**src/rtl/matrixmul_stage_sequencer.sv**
```systemverilog
// matrixmul_stage_sequencer: runs the enabled matrixmul sub-loops one after another over ap_ctrl_hs, with a per-stage watchdog and a run-latency counter
//   ap_clk, ap_rst_n        clock, asynchronous active-low reset
//   ap_start/idle/ready/done top-level ap_ctrl_hs handshake
//   stage_mask              stages to run, sampled when a run is accepted
//   stage_start/ready/done  per-stage ap_ctrl_hs handshake, stage_start is one-hot
//   err_timeout, err_stage  sticky watchdog flag and the index of the stage that expired
//   total_cycles            accept-to-done latency of the last run, saturating
module matrixmul_stage_sequencer #(
   parameter int N_STAGES = 5,
   parameter int CNT_W    = 16,
   parameter int TIMEOUT  = 1024
) (
   input  logic                ap_clk,
   input  logic                ap_rst_n,
   input  logic                ap_start,
   input  logic [N_STAGES-1:0] stage_mask,
   output logic                ap_idle,
   output logic                ap_ready,
   output logic                ap_done,
   output logic [N_STAGES-1:0] stage_start,
   input  logic [N_STAGES-1:0] stage_ready,
   input  logic [N_STAGES-1:0] stage_done,
   output logic                err_timeout,
   output logic [2:0]          err_stage,
   output logic [CNT_W-1:0]    total_cycles
);
   typedef enum logic [1:0] {IDLE, LAUNCH, WAIT, ERR} state_t;
   state_t              state_q;
   logic [N_STAGES-1:0] mask_q;
   logic [N_STAGES-1:0] start_q;
   logic [2:0]          stage_q;
   logic [2:0]          err_stage_q;
   logic [CNT_W-1:0]    wd_q;
   logic [CNT_W-1:0]    tot_q;
   logic                idle_q;
   logic                done_q;
   logic                err_q;
   logic [3:0]          first_d;
   logic [3:0]          next_d;
   logic                cur_done;
   logic                cur_ready;
   logic [CNT_W-1:0]    tot_inc;
   // lowest set bit of m at or above lo, as {valid, index}
   function automatic logic [3:0] pick(input logic [N_STAGES-1:0] m, input int lo);
      pick = '0;
      for (int i = N_STAGES - 1; i >= 0; i--)
         if (m[i] && i >= lo) pick = {1'b1, 3'(i)};
   endfunction
   always_comb begin
      first_d   = pick(stage_mask, 0);
      next_d    = pick(mask_q, int'(stage_q) + 1);
      cur_done  = stage_done[stage_q];
      cur_ready = stage_ready[stage_q];
      tot_inc   = &tot_q ? tot_q : tot_q + 1'b1;
   end
   always_ff @(posedge ap_clk or negedge ap_rst_n) begin
      if (!ap_rst_n) begin
         state_q     <= IDLE;
         mask_q      <= '0;
         start_q     <= '0;
         stage_q     <= '0;
         err_stage_q <= '0;
         wd_q        <= '0;
         tot_q       <= '0;
         idle_q      <= 1'b1;
         done_q      <= 1'b0;
         err_q       <= 1'b0;
      end else begin
         done_q <= 1'b0;
         case (state_q)
            IDLE: begin
               // the IDLE cycle carrying ap_done still reports busy and never accepts
               if (done_q) idle_q <= 1'b1;
               else if (ap_start) begin
                  mask_q      <= stage_mask;
                  err_q       <= 1'b0;
                  err_stage_q <= '0;
                  tot_q       <= 1'b1;
                  idle_q      <= 1'b0;
                  if (first_d[3]) begin
                     state_q <= LAUNCH;
                     stage_q <= first_d[2:0];
                     start_q <= N_STAGES'(1) << first_d[2:0];
                     wd_q    <= 1'b1;
                  end else done_q <= 1'b1;
               end
            end
            LAUNCH, WAIT: begin
               tot_q <= tot_inc;
               // done beats both ready and an expiring watchdog in the same cycle
               if (cur_done) begin
                  if (next_d[3]) begin
                     state_q <= LAUNCH;
                     stage_q <= next_d[2:0];
                     start_q <= N_STAGES'(1) << next_d[2:0];
                     wd_q    <= 1'b1;
                  end else begin
                     state_q <= IDLE;
                     start_q <= '0;
                     done_q  <= 1'b1;
                  end
               end else if (wd_q == CNT_W'(TIMEOUT)) begin
                  state_q     <= ERR;
                  start_q     <= '0;
                  done_q      <= 1'b1;
                  err_q       <= 1'b1;
                  err_stage_q <= stage_q;
               end else begin
                  wd_q <= wd_q + 1'b1;
                  if (state_q == LAUNCH && cur_ready) begin
                     state_q <= WAIT;
                     start_q <= '0;
                  end
               end
            end
            default: begin
               state_q <= IDLE;
               idle_q  <= 1'b1;
            end
         endcase
      end
   end
   assign ap_idle      = idle_q;
   assign ap_ready     = done_q;
   assign ap_done      = done_q;
   assign stage_start  = start_q;
   assign err_timeout  = err_q;
   assign err_stage    = err_stage_q;
   assign total_cycles = tot_q;
endmodule
```
**config.mk**
```make
export PLATFORM = sky130hd
export DESIGN_NAME = matrixmul_stage_sequencer
export DESIGN_NICKNAME = d
export VERILOG_FILES = /design/src/rtl/matrixmul_stage_sequencer.sv
export SDC_FILE = /design/constraint.sdc
export NUM_CORES = 1
export LEC_CHECK = 0
export CAP_MARGIN = 20
export CORE_UTILIZATION = 50
export DETAILED_ROUTE_END_ITERATION = 8
export PLACE_DENSITY = 0.87
export SYNTH_ARGS = -nofsm -noshare
export SYNTH_HDL_FRONTEND = slang
export SYNTH_SLANG_ARGS = --single-unit
```
**constraint.sdc**
```tcl
create_clock -name ap_clk -period 2 [get_ports ap_clk]
set_input_delay 0.3 -clock ap_clk [delete_from_list [all_inputs] [get_ports ap_clk]]
set_output_delay 0.3 -clock ap_clk [all_outputs]
set_load 0.03 [all_outputs]
```
# After elaboration in Yosys (flattened, before gate mapping)
# Index checks and enable logic that the tools add are counted.
# W data, S select, Z words.
[word_totals]
output_inout_bits = 28
latchBits = 0
input_bits = 18
memories = 0
word_cells = 122
ff_bits = 53
ram_bits = 0
romBits = 0
[classes]
bitwise_logic = 2
eq_ne = 15
mux = 66
order_cmp = 6
multipliers = 0
div = 0
n_reduce_logical = 18
n_addsub = 3
n_shift = 2
[ops]
columns = ["operator", "n"]
rows = [
  ["$mux W16", 9],
  ["$pmux W16 S2", 2],
  ["$mux W4", 10],
  ["$mux W5", 7],
  ["$add A16 B1 Y16 const B", 2],
  ["$mux W3", 9],
  ["$eq A16 B11 Y1 const B", 1],
  ["$ne A2 B2 Y1 const B", 8],
  ["$reduce_and A16 Y1", 1],
  ["$mux W1", 14],
  ["$mux W2", 6],
  ["$pmux W3 S2", 2],
  ["$reduce_and A6 Y1", 2],
  ["$pmux W5 S2", 1],
  ["$reduce_and A5 Y1", 2],
  ["$shl A1 B3 Y5 const A", 2],
  ["$ne A3 B3 Y1 const B", 3],
  ["$ge A1 B4 Y1 const A", 2],
  ["$ge A2 B4 Y1 const A", 2],
  ["$reduce_and A4 Y1", 2],
  ["$bmux W1 S3", 2],
  ["$logic_and A1 B1 Y1", 6],
  ["$pmux W1 S2", 3],
  ["$add A3 B1 Y4 const B", 1],
  ["12 further kinds", 13],
]

# Depth between registers and ports, before layout
[depth]
word_depth = 12
depth_mapped = 10
depth_no_buf = 7

# Least setup slack after synthesis
# No wires, ideal clock.
[synth_timing]
path_kind = "flip-flop to flip-flop"
from = "register tot_q[0], in the netlist total_cycles[0]"
to = "register tot_q[3], in the netlist total_cycles[3]"
t_required_ps = 1874
arrival_ps = 2143
setup_ps = 126
path_slack_ps = -269
period_less_slack_ps = 2269
stages_incl_launch_ff = 8
path_cell_list = "dfrtp_1 -> ha_1 -> nand3_1 -> nor4_2 -> a32o_1 -> buf_4 -> nor4_1 -> a311o_1"
[synth_via]
elab_chain_len = 3
word_cells_on_any_way = 6
[synth_lines]
columns = ["item", "line", "source"]
rows = [
  ["start, declared", "34", "logic [CNT_W-1:0] tot_q;"],
  ["start signal, assigned", "89", "tot_q <= tot_inc;"],
  ["$add A16 B1 Y16 or $reduce_and A16 Y1 (tied branches)", "54", "tot_inc = &tot_q ? tot_q : tot_q + 1'b1;"],
  ["$mux W16 or $ne A2 B2 Y1 (tied branches)", "--", ""],
  ["$pmux W16 S2 or $reduce_and A4 Y1 (tied branches)", "--", ""],
]
# Several ways; a longest one is shown, not always the timed one. The select of a mux whose other input is x is not followed.
# A chain may end at the register's enable or synchronous reset.

# Worst setup path in the final report
[layout_timing]
from = "register stage_q[0]"
to = "register wd_q[8]"
[layout_via]
elab_chain_len = 10
word_cells_on_any_way = 23
[layout_lines]
columns = ["item", "line", "source"]
rows = [
  ["start, declared", "31", "logic [2:0] stage_q;"],
  ["start signal, assigned", "82", "stage_q <= first_d[2:0];"],
  ["start signal, assigned", "94", "stage_q <= next_d[2:0];"],
  ["$add A3 B1 Y4", "51", "next_d = pick(mask_q, int'(stage_q) + 1);"],
  ["$ge A3 B4 Y1", "47", "if (m[i] && i >= lo) pick = {1'b1, 3'(i)};"],
  ["$logic_and A1 B1 Y1", "47", ""],
  ["$mux W4 (5 in series)", "47", ""],
  ["$ne A3 B3 Y1 (no line)", "--", ""],
  ["$reduce_and A6 Y1 (no line)", "--", ""],
  ["end signal, assigned", "109", "wd_q <= wd_q + 1'b1;"],
  ["end, declared", "33", "logic [CNT_W-1:0] wd_q;"],
]
# Several ways; a longest one is shown, not always the timed one. The select of a mux whose other input is x is not followed.

==> impl_metrics.csv <==
group,metric,value,unit
synth,synth_seq_cells,53,
setup_path,path_class,"flip-flop to flip-flop",
sta,setup_tns,-4.35,ns
sta,fin_crit_sh,113,%
detailed_routing,routedWlPerCell,18.6,um
detailed_routing,vias,3596,
power,pwr_density_cell,1540,nW/um2
die,die_x,84.5,um
setup_path,cp_data_arrival_time,2.46,ns
layout,nNetsFinal,521,
setup_path,crit_fanout,6,
clocking,clk-insertion-delay-late,0.32,ns
global_route,grt_overflow,0,
setup_path,end_kind,"flip-flop",
sta,max_freq,0.444,GHz
sta,grt_setup_unrepaired,"yes",
clocking,cts_tree,"done",
die,start_util,52.8,%
synth,synthAdderAreaFrac,3.67,%
layout,area_growth,45.1,%
layout,regArea,1330,um2
setup_path,cp_data_required_time,2.21,ns
synth,ys_warn_count,0,
synth,synth.distinct_cells,69,
sta,worst_slew_pin_slew,0.612,ns
clocking,clock_sinks,53,
sta,max-slew-margin-rel,58.8,%
layout,drive_gt1_share,32.0,%
sta,fin_worst_skew,0.0106,ns
layout,final_cells,571,
synth,synth_simple_gate_area_share,24.8,%
global_route,grt_max_degree,33,
synth,syn_area_per_cell,9.44,um2
clocking,cts_root_buffer,"clkbuf_8",
setup_path,r2r_slack,-0.25,ns
worst_hold_path,min_path_type,"input pin to async pin",
die,core,6460,um2
detailed_routing,drt_first_pass_iters,7,
global_route,antenna_found_initial,0,
synth,async_flop_share,100,%
die,die_area,7150,um2
outcome,violations,"DRC, setup timing",
clocking,htree_levels,2,
detailed_routing,drc,2,
setup_path,cp-start-kind,"flip-flop",
clocking,cts_made_buffers,5,
synth,synth_edf_count,0,
sta,drv_slew,0,
sta,setup_ws,-0.251,ns
detailed_routing,routed_via_density,6.30,
placed_design,dp.cells,551,
detailed_routing,drt_iter0_drc,274,
job,maxCapViolCount,0,
synth,synth.area.mux_share,7.09,%
placed_design,port_buffers,45,
sta,holdWs,0.509,ns
sta,hold_viol,0,
sta,setup_violations,28,
die,io_pins,46,
detailed_routing,routed_wl,10600,um
layout,final_core_util,76.5,%
synth,synth_nets,389,
sta,fin_crit,2.25,ns
die,die_h,84.5,um
power,p_leak,2.12,nW
synth,synth_area,3410,um2
synth,netlist_instances,361,
synth,synth_compound_area_share,19.7,%
synth,yosysSeqAreaShare,39.0,%
layout,diodes,0,
global_route,grt_util_all_layers,27.3,%
die,rows,29,
layout,fill_cells,421,
synth,synth_ff_type,"dfrtp_1",
clocking,clock_path_buffers,2,
placed_design,gp_congestion,0.908,
outcome,status,"finished with violations",
synth,synthXorXnorAreaFrac,0.514,%
global_route,grt_pass1_wl,15600,um
global_route,grt_pass1_vias,3335,
placed_design,hpwl,6970,um
detailed_routing,antenna_left,0,
clocking,clkTransAtPathRegs,0.11,ns
power,irDropWorstVdd,1.12,mV
layout,multi_input_area,2160,um2
synth,synth_top_family_by_area,"simple AND/OR/NAND/NOR gates",
## metal layers
layer	routed length, um	vias up	global-route usage [%]
met2	5390	159	47.5
met3	573	37	4.33
met1	4300	1762	33.9
met5	0	-	0
met4	338	0	11.1
li1	-	1638	-
## what timing repair did
| action | 4_1_cts | 5_1_grt |
|---|---|---|
| endpoints found under the hold margin | 21 | 0 |
| hold buffers | 1 | 0 |
| resized for setup | 18 | 22 |
| cloned | 0 | 1 |
| pin swaps | 7 | 6 |
| endpoints found under the setup margin | 34 | 41 |
| setup buffers | 2 | 8 |
## layout by cell type, fill, tap and decap left out, types with 4 or more instances in the layout
master           count
buf_6                6
nor2b_1              4
nand2_1             41
nor4_4               4
a31oi_4              4
nor3_1               6
dfrtp_2              4
clkdlybuf4s50_1     44
and2_1               5
buf_4               86
a41oi_1              6
nor4_1               5
o21ai_0             13
mux2_4               6
mux2i_1              7
or3_1                4
mux2_2               4
nand4_1              5
dfrtp_1             48
nand3b_1             4
a21oi_1             14
nand3_1             30
clkbuf_8             5
nor2_1              16
nand2b_1             5
inv_1               14
a31oi_1             10
ha_1                 7
## per-stage QoR
stage	cell area [um2]	power, mW	setup slack [ns]
3_3_place_gp	4540	5.97	-0.317
4_1_cts	4740	7.06	-0.176
3_5_place_dp	4540	6.13	-0.366
5_1_grt	4940	7.99	-0.271
6_report	4940	7.59	-0.251
2_1_floorplan	3470	4.34	-0.0513
## synthesized netlist by cell type, drive strengths merged (6+ instances only)
| cell type | instances | area (um2) |
|---|---|---|
| mux2 | 12 | 139 |
| nor4 | 11 | 103 |
| ha | 10 | 125 |
| nand2 | 42 | 158 |
| a21oi | 16 | 83.8 |
| buf | 10 | 81.3 |
| a31oi | 14 | 103 |
| nand3 | 30 | 150 |
| nor2 | 16 | 60.1 |
| dfrtp | 52 | 1300 |
| nor3 | 7 | 35.0 |
| inv | 15 | 56.3 |
| a41oi | 6 | 52.6 |
| clkbuf | 6 | 42.5 |
| o21ai | 16 | 80.1 |
| mux2i | 8 | 80.1 |
## logic make-up (layout without fill, tap and decap cells)
kind of cell             count (synthesis)  in the layout
AO/OA/AOI/OAI                           92             93
flip-flops                              53             53
multiplexers                            21             21
AND/OR/NAND/NOR                        152            152
XOR/XNOR                                 2              2
buffers and inverters                   31            163
adder cells (fa/ha/maj)                 10             10
## worst paths after layout
kind	startpoint	end	cells past startpoint
setup / recovery	stage_q[0]	wd_q[8]	6
hold / removal	ap_rst_n	total_cycles[1]	2
setup reg to reg	stage_q[0]	wd_q[8]	6
hold reg to reg	wd_q[10]	wd_q[10]	1
max in group asynchronous	ap_rst_n	ap_idle	3
min in group ap_clk	wd_q[10]	wd_q[10]	1
## worst max-delay path: stages (launching register included)
cell and delay [ns]:
dfrtp_2 0.48, buf_6 0.15, mux2i_2 0.16, or3_4 0.36
a211o_4 0.39, a311o_1 0.37, a32o_2 0.23
## state kept, by name, summed over array words and instances (netlist names), 2 cells and up
signal,count
err_stage,3
mask_q,5
stage_q,3
stage_start,5
state_q,2
total_cycles,16
wd_q,16
## power breakdown
group	total [mW]	switching, mW	internal [mW]
combinational	5.31	2.77	2.54
clock	0.646	0.395	0.251
sequential	1.64	0.275	1.37
## final cells by class
type                    instances  share of cell area (%)
inverters                      15                    1.14
repair buffers                140                    24.4
clock buffers                   6                    1.47
flip-flops and latches         53                    27.0
clock inverters                 2                   0.278
well taps                      77                    1.95
multi-input cells             278                    43.8
No activity file was read; power rests on OpenSTA's default activity.
==> RTL change, RTL diff (config.mk and constraints unchanged) <==
Reset style: synchronous (`ap_rst_n`), changed in one clocked block. Comments in the files are not updated.
--- a/src/rtl/matrixmul_stage_sequencer.sv
+++ b/src/rtl/matrixmul_stage_sequencer.sv
@@ -53,7 +53,7 @@
       cur_ready = stage_ready[stage_q];
       tot_inc   = &tot_q ? tot_q : tot_q + 1'b1;
    end
-   always_ff @(posedge ap_clk or negedge ap_rst_n) begin
+   always_ff @(posedge ap_clk) begin
       if (!ap_rst_n) begin
          state_q     <= IDLE;
          mask_q      <= '0;
Formal check against the unedited RTL: differs if ap_rst_n is asserted again (counterexample within 4 cycles, from zero or initial values and one cycle with ap_rst_n low); with ap_rst_n held inactive, the same outputs for 4 cycles.
==> RTL change against the unedited design <==
  * The run ends with setup timing left
  * Design area is 8.1% lower
  * Synthesized area is 14% lower
  * Setup slack worse by 130 ps
  * Via count is 6.8% higher
  * Critical path depth is 5 higher
  * Power is 30% lower
  * Sequential cell count stayed put
  * Routed wire length is 16% higher
  * Largest power group unchanged
  * Highest routed layer unchanged
==> RTL change: results (changes against the unedited design) <==
<table>
<tr><th>Metric</th><th>Value</th></tr>
<tr><th colspan="2">Status</th></tr>
<tr><td>Result of the run</td><td>finished with violations</td></tr>
<tr><td>Violations in the final reports</td><td>setup timing</td></tr>
<tr><th colspan="2">Layout</th></tr>
<tr><td>Number of nets in the layout</td><td>511 (-1.9%)</td></tr>
<tr><td>Final standard cell count with taps included and fillers excluded</td><td>555 (-2.8%)</td></tr>
<tr><td>Share of final-layout standard cells stronger than drive strength 1</td><td>31.88% (-0.10 points)</td></tr>
<tr><th colspan="2">GRT</th></tr>
<tr><td>Largest net degree at the start of global routing</td><td>20 (-39%)</td></tr>
<tr><th colspan="2">Drt</th></tr>
<tr><td>Met3 wire len</td><td>1336 um (+130%)</td></tr>
<tr><td>Met2 WL</td><td>5778 um (+7.1%)</td></tr>
<tr><td>Average vias per placed instance</td><td>6.917 (+9.8%)</td></tr>
<tr><td>Drt first-iter violations</td><td>462 (+69%)</td></tr>
<tr><td>Final wirelength</td><td>12350 um (+16%)</td></tr>
<tr><td>Number of search-and-repair iterations in the first detailed-routing pass</td><td>6 (-1)</td></tr>
<tr><th colspan="2">Pwr</th></tr>
<tr><td>Leakage power figure</td><td>1.715 nW (-19%)</td></tr>
<tr><td>Max IR drop VDD</td><td>0.8423 mV (-25%)</td></tr>
<tr><th colspan="2">Yosys</th></tr>
<tr><td>Main area contributors after synthesis</td><td>sky130_fd_sc_hd__dfxtp_1, sky130_fd_sc_hd__nor2_1, sky130_fd_sc_hd__a21oi_1, sky130_fd_sc_hd__ha_1, sky130_fd_sc_hd__nand3_1</td></tr>
<tr><td>Distinct cell type count of the synthesized netlist</td><td>54 (-22%)</td></tr>
<tr><td>Fraction of the yosys area taken by sequential cells</td><td>36.16% (-2.8 points)</td></tr>
<tr><td>Gate count of the mapped netlist</td><td>362 (+0.28%)</td></tr>
<tr><th colspan="2">STA</th></tr>
<tr><td>Worst setup margin</td><td>-385.3 ps (-134.7 ps)</td></tr>
<tr><td>Summed negative setup slack over all endpoints</td><td>-7868 ps (-3518 ps)</td></tr>
<tr><td>Count of final setup violators</td><td>32 (+14%)</td></tr>
<tr><th colspan="2">Critical path</th></tr>
<tr><td>Worst-path fanout max</td><td>5 (-1)</td></tr>
<tr><td>Endpoint arrival time on the critical path</td><td>2610 ps (+150 ps)</td></tr>
<tr><td>Worst reg2reg endpoint</td><td>stage_q[2]$_SDFFE_PN0P_</td></tr>
<tr><th colspan="2">Placed design</th></tr>
<tr><td>Worst-case setup slack after placement</td><td>-391.9 ps (-26.27 ps)</td></tr>
<tr><td>Total placed instance area</td><td>4023 um^2 (-11%)</td></tr>
</table>
## RTL change: layout make-up
cell class	instances	area (um^2)	area share, %
clock buffers	7	86.33	1.900
flip-flops and latches	53	1069	23.51
repair buffers	128	1147	25.25
multi-input cells	278	2086	45.90
inverters	17	66.31	1.459
well taps	72	90.09	1.982
## RTL change: where the power goes
group,switching [mW],internal (mW)
Clock,0.358,0.276
Sequential,0.135,1.18
Combinational,1.84,1.51
## RTL change: repair_timing
action	in CTS	in global routing
setup endpoints to repair	31	43
setup buffers	4	9
pin swaps	18	19
gates resized for setup	27	47
gates cloned	1	0
## RTL change: logic make-up after synthesis
kind of cell,Yosys count,share of synthesized area (%)
xor+xnor,13,3.881
buf+inv,32,4.477
fa+ha+maj,10,4.264
compound gates,100,22.43
flops,53,36.16
mux,7,2.815
simple gates,147,25.97
## RTL change: worst min-delay path, stage by stage (launching register included)
cell                      delay, ps
sky130_fd_sc_hd__dfxtp_1        350
sky130_fd_sc_hd__a22oi_1         70
sky130_fd_sc_hd__nor2_1          80
